### config.mk
export PLATFORM = sky130hd
export DESIGN_NAME = fetch_redirect_ctrl_flat
export DESIGN_NICKNAME = d
export VERILOG_FILES = /design/src/rtl/fetch_redirect_ctrl_if.sv /design/src/rtl/fetch_redirect_ctrl.sv /design/src/flat_wrapper.sv
export SDC_FILE = /design/constraint.sdc
export NUM_CORES = 1
export LEC_CHECK = 0
export CELL_PAD_IN_SITES_DETAIL_PLACEMENT = 0
export CELL_PAD_IN_SITES_GLOBAL_PLACEMENT = 1
export CORE_ASPECT_RATIO = 1.5
export CORE_UTILIZATION = 33
export CTS_BUF_LIST = sky130_fd_sc_hd__clkbuf_8
export DETAILED_ROUTE_END_ITERATION = 12
export PLACE_DENSITY = 0.86
export SYNTH_ARGS = -nofsm -noshare
export SYNTH_HDL_FRONTEND = slang
export SYNTH_SLANG_ARGS = --single-unit
### constraint.sdc
create_clock -name clk -period 3.65 [get_ports clk]
set_clock_uncertainty 0.2 [all_clocks]
set_input_delay 0.73 -clock clk [delete_from_list [all_inputs] [get_ports clk]]
set_output_delay 0.73 -clock clk [all_outputs]
set_load 0.01 [all_outputs]
### src/rtl/fetch_redirect_ctrl_if.sv
// Fetch redirect bus: jump-controller / hazard-unit requests toward the PC
// owner, and the fetch address, kill and statistics outputs coming back.
interface fetch_redirect_ctrl_if #(
  parameter int XLEN = 32
);
  logic            flush;
  logic [1:0]      pc_sel;
  logic [XLEN-1:0] branch_target;
  logic [XLEN-1:0] jump_target;
  logic            stall;
  logic            imem_ready;
  logic [XLEN-1:0] pc;
  logic [XLEN-1:0] pc_plus4;
  logic            if_valid;
  logic            ifid_flush;
  logic            idex_flush;
  logic            pc_misalign;
  logic [31:0]     redirect_cnt;
  logic [31:0]     bubble_cnt;

  modport master (
    output flush, pc_sel, branch_target, jump_target, stall, imem_ready,
    input  pc, pc_plus4, if_valid, ifid_flush, idex_flush, pc_misalign,
           redirect_cnt, bubble_cnt
  );

  modport slave (
    input  flush, pc_sel, branch_target, jump_target, stall, imem_ready,
    output pc, pc_plus4, if_valid, ifid_flush, idex_flush, pc_misalign,
           redirect_cnt, bubble_cnt
  );
endinterface

### src/rtl/fetch_redirect_ctrl.sv
// Program counter owner for the IF stage: applies EX-stage redirects,
// holds them across instruction-memory back-pressure, and kills IF/ID, ID/EX.
// Optional redirect/bubble statistics counters: define FETCH_REDIRECT_STATS_EN.
//
// state | meaning
// RUN   | normal fetch, PC advances unless stalled or memory not ready
// PEND  | redirect accepted, target held in target_q until imem_ready
module fetch_redirect_ctrl #(
  parameter int              XLEN     = 32,
  parameter logic [XLEN-1:0] RESET_PC = '0
) (
  input logic                clk,
  input logic                rst,
  fetch_redirect_ctrl_if.slave bus
);

  typedef enum logic {RUN, PEND} state_t;

  state_t          state_q, state_d;
  logic [XLEN-1:0] pc_q, pc_d;
  logic [XLEN-1:0] target_q, target_d;
  logic            if_valid_q, if_valid_d;
  logic            misalign_q;
  logic            redirect;
  logic [XLEN-1:0] target_raw;
  logic [XLEN-1:0] target;
  logic [XLEN-1:0] pend_target;
  logic [XLEN-1:0] pc_plus4;
  logic            ifid_flush;

  assign redirect    = bus.flush && (bus.pc_sel == 2'b01 || bus.pc_sel == 2'b10);
  assign target_raw  = (bus.pc_sel == 2'b01) ? bus.branch_target : bus.jump_target;
  assign target      = {target_raw[XLEN-1:2], 2'b00};
  // In PEND a fresh redirect replaces the held target (newest wins)
  assign pend_target = redirect ? target : target_q;
  assign pc_plus4    = pc_q + XLEN'(4);
  assign ifid_flush  = bus.flush || (state_q == PEND);

  // Next-state, next-PC and held-target selection
  always_comb begin
    state_d    = state_q;
    pc_d       = pc_q;
    target_d   = target_q;
    if_valid_d = !(ifid_flush || (state_q == RUN && !bus.imem_ready));
    case (state_q)
      RUN: begin
        if (redirect) begin
          if (bus.imem_ready) begin
            pc_d = target;
          end else begin
            target_d = target;
            state_d  = PEND;
          end
        end else if (!bus.stall && bus.imem_ready) begin
          pc_d = pc_plus4;
        end
      end
      PEND: begin
        target_d = pend_target;
        if (bus.imem_ready) begin
          pc_d    = pend_target;
          state_d = RUN;
        end
      end
      default: state_d = RUN;
    endcase
  end

  // State, PC, held target and registered status outputs
  always_ff @(posedge clk) begin
    if (!rst) begin
      state_q    <= RUN;
      pc_q       <= RESET_PC;
      target_q   <= '0;
      if_valid_q <= 1'b0;
      misalign_q <= 1'b0;
    end else begin
      state_q    <= state_d;
      pc_q       <= pc_d;
      target_q   <= target_d;
      if_valid_q <= if_valid_d;
      misalign_q <= redirect && (target_raw[1:0] != 2'b00);
    end
  end

`ifdef FETCH_REDIRECT_STATS_EN
  logic [31:0] redirect_cnt_q;
  logic [31:0] bubble_cnt_q;

  // Saturating counts of taken redirects and IF/ID kill cycles
  always_ff @(posedge clk) begin
    if (!rst) begin
      redirect_cnt_q <= '0;
      bubble_cnt_q   <= '0;
    end else begin
      if (redirect && redirect_cnt_q != 32'hFFFF_FFFF)
        redirect_cnt_q <= redirect_cnt_q + 32'd1;
      if (ifid_flush && bubble_cnt_q != 32'hFFFF_FFFF)
        bubble_cnt_q <= bubble_cnt_q + 32'd1;
    end
  end

  assign bus.redirect_cnt = redirect_cnt_q;
  assign bus.bubble_cnt   = bubble_cnt_q;
`else
  assign bus.redirect_cnt = 32'd0;
  assign bus.bubble_cnt   = 32'd0;
`endif

  assign bus.pc          = pc_q;
  assign bus.pc_plus4    = pc_plus4;
  assign bus.if_valid    = if_valid_q;
  assign bus.ifid_flush  = ifid_flush;
  assign bus.idex_flush  = bus.flush;
  assign bus.pc_misalign = misalign_q;

endmodule
### src/flat_wrapper.sv
// flat-port wrapper written by rule: the top's interface ports become plain ports
module fetch_redirect_ctrl_flat 
#(
  parameter int              XLEN     = 32,
  parameter logic [XLEN-1:0] RESET_PC = '0
)
  (clk, rst, bus_flush, bus_pc_sel, bus_branch_target, bus_jump_target, bus_stall, bus_imem_ready, bus_pc, bus_pc_plus4, bus_if_valid, bus_ifid_flush, bus_idex_flush, bus_pc_misalign, bus_redirect_cnt, bus_bubble_cnt);
  fetch_redirect_ctrl_if #(.XLEN(XLEN)) bus_i ();
  input logic clk;
  input logic rst;
  input wire logic [$bits(bus_i.flush)-1:0] bus_flush;
  input wire logic [$bits(bus_i.pc_sel)-1:0] bus_pc_sel;
  input wire logic [$bits(bus_i.branch_target)-1:0] bus_branch_target;
  input wire logic [$bits(bus_i.jump_target)-1:0] bus_jump_target;
  input wire logic [$bits(bus_i.stall)-1:0] bus_stall;
  input wire logic [$bits(bus_i.imem_ready)-1:0] bus_imem_ready;
  output wire logic [$bits(bus_i.pc)-1:0] bus_pc;
  output wire logic [$bits(bus_i.pc_plus4)-1:0] bus_pc_plus4;
  output wire logic [$bits(bus_i.if_valid)-1:0] bus_if_valid;
  output wire logic [$bits(bus_i.ifid_flush)-1:0] bus_ifid_flush;
  output wire logic [$bits(bus_i.idex_flush)-1:0] bus_idex_flush;
  output wire logic [$bits(bus_i.pc_misalign)-1:0] bus_pc_misalign;
  output wire logic [$bits(bus_i.redirect_cnt)-1:0] bus_redirect_cnt;
  output wire logic [$bits(bus_i.bubble_cnt)-1:0] bus_bubble_cnt;
  assign bus_i.flush = bus_flush;
  assign bus_i.pc_sel = bus_pc_sel;
  assign bus_i.branch_target = bus_branch_target;
  assign bus_i.jump_target = bus_jump_target;
  assign bus_i.stall = bus_stall;
  assign bus_i.imem_ready = bus_imem_ready;
  assign bus_pc = bus_i.pc;
  assign bus_pc_plus4 = bus_i.pc_plus4;
  assign bus_if_valid = bus_i.if_valid;
  assign bus_ifid_flush = bus_i.ifid_flush;
  assign bus_idex_flush = bus_i.idex_flush;
  assign bus_pc_misalign = bus_i.pc_misalign;
  assign bus_redirect_cnt = bus_i.redirect_cnt;
  assign bus_bubble_cnt = bus_i.bubble_cnt;
  fetch_redirect_ctrl #(.XLEN(XLEN), .RESET_PC(RESET_PC)) u_core (.clk(clk), .rst(rst), .bus(bus_i));
endmodule
======== After elaboration in Yosys (flattened, before gate mapping) ========
Index checks and enable logic that the tools add are counted.
cells by class
  $add $sub $neg .......................... 1
  eq/ne operators ......................... 7
  multiplexer cells ....................... 13
  bitwise operators ....................... 1
  reductions and logical operators ........ 13
operators with widths
  operator                                                         number
  32-bit 2-to-1 mux                                                8
  32-bit one-hot mux with 2 select lines                           2
  32-bit by 3-bit adder with 32-bit output, second input constant  1
  1-bit logical AND                                                4
  2-bit != test, second input constant                             2
  1-bit logical NOT                                                3
  1-bit logical OR                                                 3
  3-bit by 2-bit != test with 1-bit output, second input constant  1
  3-bit != test, second input constant                             1
  3-bit AND reduction                                              1
  2-bit by 1-bit == test with 1-bit output, second input constant  1
  2-bit == test, second input constant                             1
  1-bit 2-to-1 mux                                                 2
  2-bit by 1-bit != test with 1-bit output, second input constant  1
  1-bit one-hot mux with 2 select lines                            1
  2-bit AND reduction                                              1
  2-bit nonzero test                                               1
  1-bit NOT                                                        1
word-level totals
  register bits ........................... 67
  output and inout bits ................... 132

======== Depth between registers and ports, before layout ========
Gate-level depths: netlist of run 1.
  depth in word-level cells ............... 6
  depth in mapped cells ................... 10
  mapped depth without buffers ............ 7

======== Worst setup path after synthesis of run 1 ========
OpenSTA, ideal clock, no wires.
  path kind ............................... input -> register
  start ................................... input port bus_pc_sel[1]
  end ..................................... register u_core.pc_q[25] (netlist: u_core.bus.pc[25])
  arrival time ............................ 2369 ps
  slack ................................... 957 ps
  stages .................................. 9
  cell sequence ........................... inv_1 -> ha_1 -> nand2b_1 -> clkbuf_1 -> a31oi_1 -> clkbuf_1 -> o21ai_0 -> a31oi_1 -> nor3_1
on the way
  longest elaborated chain between the ends .. 6
ends and longest elaborated chain
  element                                                                    line                                                  RTL
  start, declared                                                            flat_wrapper.sv:12                                    input wire logic [$bits(bus_i.pc_sel)-1:0] bus_pc_sel;
  2-bit by 1-bit == test with 1-bit output or 2-bit == test (tied branches)  fetch_redirect_ctrl.sv:31, fetch_redirect_ctrl.sv:32
  1-bit logical OR                                                           fetch_redirect_ctrl.sv:31                             assign redirect = bus.flush && (bus.pc_sel == 2'b01 || bus.pc_sel == 2'b10);
  1-bit logical AND                                                          fetch_redirect_ctrl.sv:31
  32-bit 2-to-1 mux                                                          fetch_redirect_ctrl.sv:35                             assign pend_target = redirect ? target : target_q;
  32-bit 2-to-1 mux                                                          fetch_redirect_ctrl.sv:60                             if (bus.imem_ready) begin
  32-bit one-hot mux with 2 select lines                                     fetch_redirect_ctrl.sv:45                             case (state_q)
  end signal, assigned                                                       fetch_redirect_ctrl.sv:79                             pc_q <= pc_d;
  end, declared                                                              fetch_redirect_ctrl.sv:20                             logic [XLEN-1:0] pc_q, pc_d;
Several ways; a longest one is shown, not always the timed one. The select of a mux whose other input is x is not followed.
A chain may end at the register's enable or synchronous reset.

======== Final worst setup path of run 1 ========
  start ................................... register u_core.pc_q[21] (netlist: u_core.bus.pc[21])
  end ..................................... output port bus_pc_plus4[31]
on the way
  longest elaborated chain between the ends .. 1
ends and longest elaborated chain
  element                                   line                       RTL
  32-bit by 3-bit adder with 32-bit output  fetch_redirect_ctrl.sv:36  assign pc_plus4 = pc_q + XLEN'(4);
  end, declared                             flat_wrapper.sv:18         output wire logic [$bits(bus_i.pc_plus4)-1:0] bus_pc_plus4;
Every way passes these cells.

==> results of run 1 <==
## layer usage
layer	vias up	share of wire, %
li1	2243	-
met1	2233	38
met4	0	3.3
met5	-	0
met3	37	7.1
met2	246	52
## sequential cells by signal (all words and copies together), names as in the netlist
signal / count
u_core.bus.if_valid: 1
u_core.bus.pc: 32
u_core.bus.pc_misalign: 1
u_core.state_q: 1
u_core.target_q: 32
## cells by family after synthesis
group | Yosys count
AO/OA/AOI/OAI | 141
XOR/XNOR | 28
adder cells (fa/ha/maj) | 2
buffers and inverters | 120
flip-flops | 67
multiplexers | 38
other | 1
AND/OR/NAND/NOR | 189
## final timing paths
path / slack [ns] / endpoint
worst max register to register: 1.31 / u_core.target_q[5]
worst min-delay path: 0.28 / u_core.bus.pc[0]
worst min register to register: 0.28 / u_core.bus.pc[0]
worst max-delay path: 0.20 / bus_pc_plus4[31]
## per-stage QoR
stage / hold slack (ns) / util (%)
2_1_floorplan: 0.2459 / -
3_3_place_gp: 0.2549 / 44.45
3_5_place_dp: 0.2715 / 44.45
4_1_cts: 0.2813 / 46.00
5_1_grt: 0.2996 / 46.38
6_report: 0.2807 / 46.38
## repair_timing
| item | in CTS | in global routing |
|---|---|---|
| setup buffers | 0 | 2 |
| endpoints found under the hold margin | 0 | 0 |
| gates resized for setup | 0 | 8 |
| endpoints found under the setup margin | 0 | 14 |
## synthesized netlist by cell type, drive strengths merged (2+ instances only)
cell,n
o21bai,3
nand2,36
a31oi,5
xor2,6
o211ai,4
o221a,4
nand3,27
mux2,5
mux2i,33
buf,77
a2bb2oi,2
o31a,2
nor3b,3
nand4b,3
clkbuf,35
or2,2
a211oi,32
nor3,15
and3,6
nand2b,4
nor4,10
o21ai,32
inv,8
ha,2
xnor2,22
and4,3
nand4,17
dfxtp,67
o22ai,4
or3,4
a311oi,2
nor2,56
o31ai,2
a21oi,32
a2111oi,4
a31o,2
## layout make-up
class / count / area (µm²) / area share, %
Clock buffer: 15 / 206.4 / 3.273
Clock inverter: 1 / 3.754 / 0.05951
Inverter: 8 / 30.03 / 0.4761
Multi-Input combinational cell: 462 / 2894 / 45.88
Sequential cell: 67 / 1344 / 21.31
Tap cell: 162 / 202.7 / 3.214
Timing Repair Buffer: 169 / 1627 / 25.79
## critical path, cell delays in order (launching register included)
cell,delay [ns]
dfxtp_1,0.45
nand4_1,0.23
nor4_2,0.35
buf_4,0.19
nand4_1,0.20
xnor2_1,0.20
clkdlybuf4s50_1,0.56
## where the power goes
| part | total [µW] | internal (µW) | switching (µW) |
|---|---|---|---|
| logic | 553 | 269 | 284 |
| registers | 833 | 778 | 55.2 |
| clock network | 643 | 357 | 287 |
| total | 2030 | 1400 | 626 |
==> qor.csv, run 1 <==
metric,value,unit
placed cells,866,
Initial Util,34.13,%
"area leader, netlist",dfxtp_1,
Core ar.,13600,µm²
Routed Antenna Nets,0,
synth warn,0,
CTS Buf Count,9,
grt met3 use,3.901,%
reg2reg start,u_core.state_q,
CTS tree,built,
Final Cycle Share,94.59,%
library cells used by synthesis,62,
"non-filler cells, final",884,
synth top area cells,"dfxtp_1 (29%), buf_4 (11%), mux2i_1 (7.1%)",
Root Buffer,clkbuf_8,
Placer Congestion,0.8577,
initial DRC count,209,
Slew headroom,62.69,%
placed instance area,6045,µm²
GRT Overall Usage,21.10,%
number of global-route vias before repair,4577,
port bufs,138,
critical path required time,2.72,ns
Die Footprint,14550,µm²
Worst Setup SP,u_core.bus.pc[21],
initial antenna violation count,0,
Die Span X,98.83,µm
critical path capture point type,primary output,
"most common cell after layout, fill and taps aside",clkdlybuf4s50_1,
Mapped Cells,586,
Most Crowded Layer GR,met2,
worst skew pair latency,0.35,ns
clk sink count,67,
IO Pins,203,
chip height,147.2,µm
"Slew Viols, Final",0,
setup violators final,0,
crit start category,flip-flop,
CP max FO,7,
FILL cells,1336,
leakage,0.002331,µW
CTS max path bufs,2,
Post-Layout Inst Area,6307,µm²
status,"finished, final reports clean",
met1 Resource Use GR,23.71,%
post-route minimum period,3.453,ns
top-area cell type share of the netlist area,28.90,%
Slew @ Worst Pin,0.5575,ns
Final Hold Viols,0,
sequential element share of the synthesized area,28.90,%
r2r worst-path depth,6,
ys flop type,dfxtp_1,
pre-CTS worst setup slack,0.4295,ns
largest net degree at the start of global routing,40,
Row Count,52,
DP HPWL,11.36,mm
dominant combinational cell family by area after synthesis,simple AND/OR/NAND/NOR gates,
mux contribution to synthesized area,8.331,%
Layout Nets,790,
final WL,15.33,mm
"FF+latch count, synth",67,
drt drc,0,
setup ws final,0.1974,ns
Congestion Overflow GR,0,
H-tree levels,3,
Power Dens Cells,321.8,nW/µm²
diodes inserted,0,
hold crit path type,flip-flop to flip-flop,
Achievable Freq,289.6,MHz
ys async rst share,0,%
Compound-Gate Fraction of Synth Area,20.22,%
simple-gate area share of the yosys netlist,21.33,%
Setup TNS Final,0,ns
Critical Path AT,2.52,ns
Adder-Cell Fraction of Synth Area,0.5392,%
Post-CTS Hold Fix Bufs,0,
area delta synth->final,35.91,%
routing usage on met2,37.69,%
hold_sp,u_core.bus.pc[0],
Worst VDD drop,0.1329,mV
max-cap violations,0,
CTS clock-pin slew for the worst setup and hold paths,0.07,ns
share of layout cells above drive strength 1,11.36,%
Setup CP Type,flip-flop to primary output,
DR vias,4759,
"commonest cells after routing, fill and taps aside","clkdlybuf4s50_1 (138), dfxtp_1 (65), conb_1 (64)",
DRT Pass-1 Iters,5,
synthesized cell area,4641,µm²
Synth Area per Inst,7.919,µm²
hold path cells,2,
Power Total,2029,µW
number of synthesized flops with an enable pin,0,
WL/cell,17.34,µm
via/cell ratio,5.383,
Synth Area in XOR/XNOR,5.284,%
first-pass GRT wire length,23.79,mm
(Power assumes the default switching activity.)
==> run 2: changes to the inputs <==
ABC_AREA = 1   (was default)
CORE_UTILIZATION = 32   (was 33)
TNS_END_PERCENT = 1   (was default)
==> run 2 against run 1 <==
  * The run now ends with DRC left
  * Sequential power rose by 2.8%
  * Final cell count increased by 28%
  * Highest routed layer unchanged
  * Maximum frequency grew 3.5%
  * Via count increased by 12%
  * Cell area up 3.4%
  * Largest cell class unchanged
  * Synthesized area rose by 9.3%
  * Critical path depth increased by 1
==> qor.csv, run 2 <==
metric,value,unit
Power Dens Cells,319.2,nW/µm²
CTS max path bufs,2,
leakage,0.002721,µW
diodes inserted,0,
"most common cell after layout, fill and taps aside",nand2_1,
initial antenna violation count,0,
number of gates resized after cts,0,
area delta synth->final,28.56,%
Congestion Overflow GR,0,
H-tree levels,3,
critical path capture point type,primary output,
"FF+latch count, synth",67,
number of synthesized flops with an enable pin,0,
Worst Setup SP,u_core.bus.pc[3],
number of global-route vias before repair,4760,
routed length on met1,6.646,mm
Mapped Cells,813,
Setup TNS Final,0,ns
hold crit path type,flip-flop to flip-flop,
drt drc,1,
largest net degree at the start of global routing,65,
Post-CTS Setup Bufs,0,
Worst path top cell family by delay,buffers and inverters,
hold path cells,2,
crit start category,flip-flop,
crit-path cells,ha_1 > nand2_1 > nor2_2 > nand2_2 > nor2_4 > xor2_1 > clkdlybuf4s50_1,
CTS clock-pin slew for the worst setup and hold paths,0.07,ns
max-cap violations,0,
Die Span X,104.8,µm
critical path required time,2.72,ns
library cells used by synthesis,37,
fin util,41.93,%
DRT Pass-1 Iters,9,
reg-to-reg critical path endpoint,u_core.bus.pc[14],
ys flop type,dfxtp_1,
Final Cycle Share,91.40,%
post-route minimum period,3.336,ns
Slew headroom,59.84,%
Root Buffer,clkbuf_8,
share of layout cells above drive strength 1,5.794,%
setup violators final,0,
Commonest cells post-synth,"nand2_1 (286), a21oi_1 (92), buf_4 (72)",
CP max stage delay,0.59,ns
worst path buffer plus inverter count,1,
final WL,15.82,mm
cell with the most instances after synthesis,nand2_1,
port bufs,138,
CP max FO,5,
sequential element share of the synthesized area,26.44,%
via/cell ratio,4.694,
top layer reached by signal wires,met4,
synthesized cell area,5074,µm²
initial DRC count,364,
met3 WL post-DR,746,µm
hold endpoint,u_core.target_q[1],
GRT Overall Usage,19.23,%
Row Count,56,
worst skew pair latency,0.35,ns
Critical Path AT,2.41,ns
Post-CTS Hold Fix Bufs,0,
Synth Area per Inst,6.241,µm²
Die Footprint,16370,µm²
DR vias,5328,
FF-to-FF setup slack,1.19,ns
Slew @ Worst Pin,0.6023,ns
first-pass GRT wire length,25.02,mm
Core ar.,15550,µm²
hold_sp,u_core.target_q[1],
Achievable Freq,299.7,MHz
r2r worst-path depth,7,
CTS tree,built,
Routed Antenna Nets,0,
"area leader, netlist",dfxtp_1,
WL/cell,13.94,µm
ys async rst share,0,%
RSZ-0062 raised after global routing,no,
Layout Nets,1000,
IO Pins,203,
synth warn,0,
failing checks,DRC,
DP HPWL,12.19,mm
top-area cell type share of the netlist area,26.44,%
Worst VDD drop,0.1648,mV
WL met2,8.067,mm
"commonest cells after routing, fill and taps aside","nand2_1 (286), clkdlybuf4s50_1 (138), a21oi_1 (92)",
reg2reg start,u_core.state_q,
"Slew Viols, Final",0,
synth top area cells,"dfxtp_1 (26%), nand2_1 (21%), buf_4 (11%)",
"Slowest-stage cell, CP",clkdlybuf4s50_1,
CTS Buf Count,9,
status,"complete, but fails checks",
Initial Util,32.62,%
Placer Congestion,0.8601,
Setup CP Type,flip-flop to primary output,
chip height,156.2,µm
clk sink count,67,
Final Hold Viols,0,
## run 2: changes by cell type in the layout (fill, tap and decap cells not counted), moves of 14 or more
| cell | delta |
|---|---|
| o21ai_0 | +34 |
| a21oi_1 | +61 |
| and2_1 | +19 |
| a211oi_1 | -32 |
| buf_4 | -23 |
| mux2i_1 | -33 |
| inv_1 | +22 |
| nand2_1 | +251 |
| nand4_1 | -14 |
| xnor2_1 | -18 |
## run 2: tightest hold or removal path: stages, from the launching register on
cell and delay [ns]:
dfxtp_1 0.30, nand2_1 0.06, nor2_1 0.04
## run 2: worst max path at each step
stage / end / slack, ns / depth (start not counted)
after floorplan: bus_pc_plus4[18] / 1.36 / 6
after global placement: u_core.target_q[2] / 0.33 / 11
after detailed placement: u_core.target_q[18] / 0.26 / 9
after CTS: bus_pc_plus4[18] / 0.30 / 7
after global routing: bus_pc_plus4[18] / 0.15 / 7
final: bus_pc_plus4[18] / 0.31 / 7
## run 2: cell families after synthesis
| kind of cell | share of synthesized area [%] |
|---|---|
| xor gates and xnor gates | 3.181 |
| buffers and inverters | 16.74 |
| other | 0.07391 |
| adders and majority gates | 0.4931 |
| AOI/OAI and AO/OA | 18.13 |
| and+or+nand+nor | 34.94 |
| DFF | 26.44 |
## run 2: routing by layer
layer  vias up  track usage, %
met5         -               0
met1      2386           23.77
met4         0           7.176
li1       2726               -
met2       193           34.22
met3        23           2.041
## run 2: power by group
group	internal (µW)	switching (µW)
Sequential	791	65.6
Combinational	276	327
Clock	328	294
## run 2: area by class of cell
class | instances | area [µm²]
Sequential cell | 67 | 1341
Fill cell | 1663 | 9032
Clock inverter | 6 | 56.30
Timing Repair Buffer | 147 | 1474
Tap cell | 203 | 254.0
Inverter | 34 | 132.6
Multi-Input combinational cell | 668 | 3127
Clock buffer | 10 | 137.6
## run 2: through the flow
stage	power [µW]	std cells	setup slack (ns)	hold WS, ns	instance area, µm²
final	2082	1135	0.3138	0.2431	6523
after global placement	1473	1119	0.3253	0.2285	6329
after floorplan	1239	876	1.355	0.2189	5310
after global routing	2201	1135	0.1506	0.2812	6523
after CTS	2098	1135	0.2985	0.2441	6523
after detailed placement	1476	1119	0.2627	0.2335	6329
==> variant: new RTL, config.mk and constraints of run 1 <==
The option `FETCH_REDIRECT_STATS_EN` is turned on by a define.
--- a/src/rtl/fetch_redirect_ctrl.sv
+++ b/src/rtl/fetch_redirect_ctrl.sv
@@ -5,6 +5,8 @@
 // state | meaning
 // RUN   | normal fetch, PC advances unless stalled or memory not ready
 // PEND  | redirect accepted, target held in target_q until imem_ready
+`define FETCH_REDIRECT_STATS_EN
+
 module fetch_redirect_ctrl #(
   parameter int              XLEN     = 32,
   parameter logic [XLEN-1:0] RESET_PC = '0
Behaviour: not the same (Yosys sat finds a counterexample within 4 cycles, from zero or initial values and one cycle with rst low).
==> variant against run 1 <==
  * Synthesized cell count increased by 58%
  * Global-route usage is 0.57 points higher
  * Die area up 58%
  * Sequential cell count up 64
  * Synthesized area up 59%
  * Total power up 73%
  * Setup slack worse by 69 ps
  * Wire length is 59% higher
  * Design area rose by 63%
  * Largest power group unchanged
==> variant: results (changes against run 1) <==
- The top cell family by delay on the critical path is buffers and inverters (was simple AND/OR/NAND/NOR gates).
- The H-tree depth reported by CTS is 4 (was 3).
- The number of instances on the worst hold path was 2 (unchanged).
- The met2 layer wire length in the routed design is 12.5 mm (was 7.94 mm).
- The share of final-layout standard cells stronger than drive strength 1 is 0.0933 (was 0.114).
- The instance count after placement with tap cells included was 1364 (was 866).
- The pin slew with the least headroom to its limit is 868 ps (was 558 ps).
- The number of clock buffers inserted by TritonCTS is 17 (was 9).
- The reported combinational group power is 0.000598 W (was 0.000553 W).
- The peak clock frequency supported by timing is 284 MHz (was 290 MHz).
- The HPWL reported at the end of detailed placement is 17.7 mm (was 11.4 mm).
- The wire length of the first global-routing pass was 38.5 mm (was 23.8 mm).
- The synthesized area divided by synthesized cell count is 8.00 um2 (was 7.92 um2).
- The overall track demand over capacity in global routing is 0.217 (was 0.211).
- The overall routed net length is 24.4 mm (was 15.3 mm).
- The sequential element share of the synthesized area is 0.355 (was 0.289).
- The slack of the worst reg-to-reg path is 930 ps (was 1310 ps).
- The total of cells resized after clock tree synthesis is 9 (was 0).
- The switching power of the nets was 0.000978 W (was 0.000626 W).
- The critical path data arrival time came to 2590 ps (was 2520 ps).
- The terminating pin of the worst hold path is u_core.bus.pc[1] (was u_core.bus.pc[0]).
- The synthesized net count is roughly 1000.
- The global placer's final weighted congestion is 0.874 (was 0.858).
- The met1 capacity usage during global routing came to 0.240 (was 0.237).
- The number of design-rule violations left by the first detailed-router iteration is 452 (was 209).
- The total routed wire length on the met1 layer is 9.69 mm (was 5.80 mm).
- The total clock network power is 0.00137 W (was 0.000643 W).
- The number of setup buffers added after CTS is 1 (was 0).
- The destination of the critical timing path is bus_pc_plus4[28] (was bus_pc_plus4[31]).
- After clock tree synthesis, the clock-pin slew on the worst setup and hold paths is 80 ps.
- The met2 demand-to-capacity share in global routing is 0.385 (was 0.377).
- The post-placement worst setup slack was 173 ps (was 430 ps).
- The routed length on met3 came to 1.25 mm (was 1.08 mm).
- The clock insertion delay at the later pin of the skew report is 450 ps (was 350 ps).
- Biggest area contributors in the synthesized netlist: dfxtp_1 35%, mux2i_1 5.6%, nor2_1 4.8% (was dfxtp_1 29%, buf_4 11%, mux2i_1 7.1%).
- The terminus of the critical flop-to-flop path is u_core.bus.pc[22] (was u_core.target_q[5]).
- The count of cell types in the netlist is 68 (was 62).
- The number of port buffers came to 202 (was 138).
- Most frequent cells after synthesis: 131 x dfxtp_1, 95 x nor2_1, 62 x nand2_1, 61 x a21oi_1, 56 x nand3_1 (was 67 x buf_4, 67 x dfxtp_1, 56 x nor2_1, 36 x nand2_1, 34 x clkbuf_1).
- Result of the run: completed (unchanged).
- The first element of the critical path is u_core.bus.pc[20] (was u_core.bus.pc[21]).
- The logic gate share of total power was 0.170 (was 0.272).
- The tightest hold margin was 275 ps (was 281 ps).
- The global-route track usage on met3 is 0.0373 (was 0.0390).
- The leakage dissipation is 3.53 nW (was 2.33 nW).
- The number of global-route vias before repair is 7315 (was 4577).
variant: cell count changes after synthesis, sizes merged, moves of 11 or more:
cell	run 1	this run
dfxtp	67	131
buf	77	14
nor2	56	95
nand3	27	57
a21oi	32	61
nand2	36	62
or3	4	23
clkbuf	35	53
nand4	17	35
nand2b	4	19
o21ai	32	45
and3	6	17
variant: cell type report:
| class | instances | area (um2) |
|---|---|---|
| Multi-Input combinational cell | 712 | 4510 |
| Clock buffer | 18 | 248 |
| Timing Repair Buffer | 237 | 2320 |
| Tap cell | 272 | 340 |
| Inverter | 13 | 48.8 |
| Sequential cell | 131 | 2640 |
| Clock inverter | 14 | 186 |
| Fill cell | 2183 | 11500 |
variant: cell families (layout without fill, tap and decap cells):
group                    after synthesis  after routing  synth area share
XOR/XNOR                              46             46            0.0545
AND/OR/NAND/NOR                      396            396             0.286
AO/OA/AOI/OAI                        222            222             0.194
adder cells (fa/ha/maj)                4              4           0.00677
flip-flops                           131            131             0.355
buffers and inverters                 80            282            0.0437
multiplexers                          44             44            0.0601
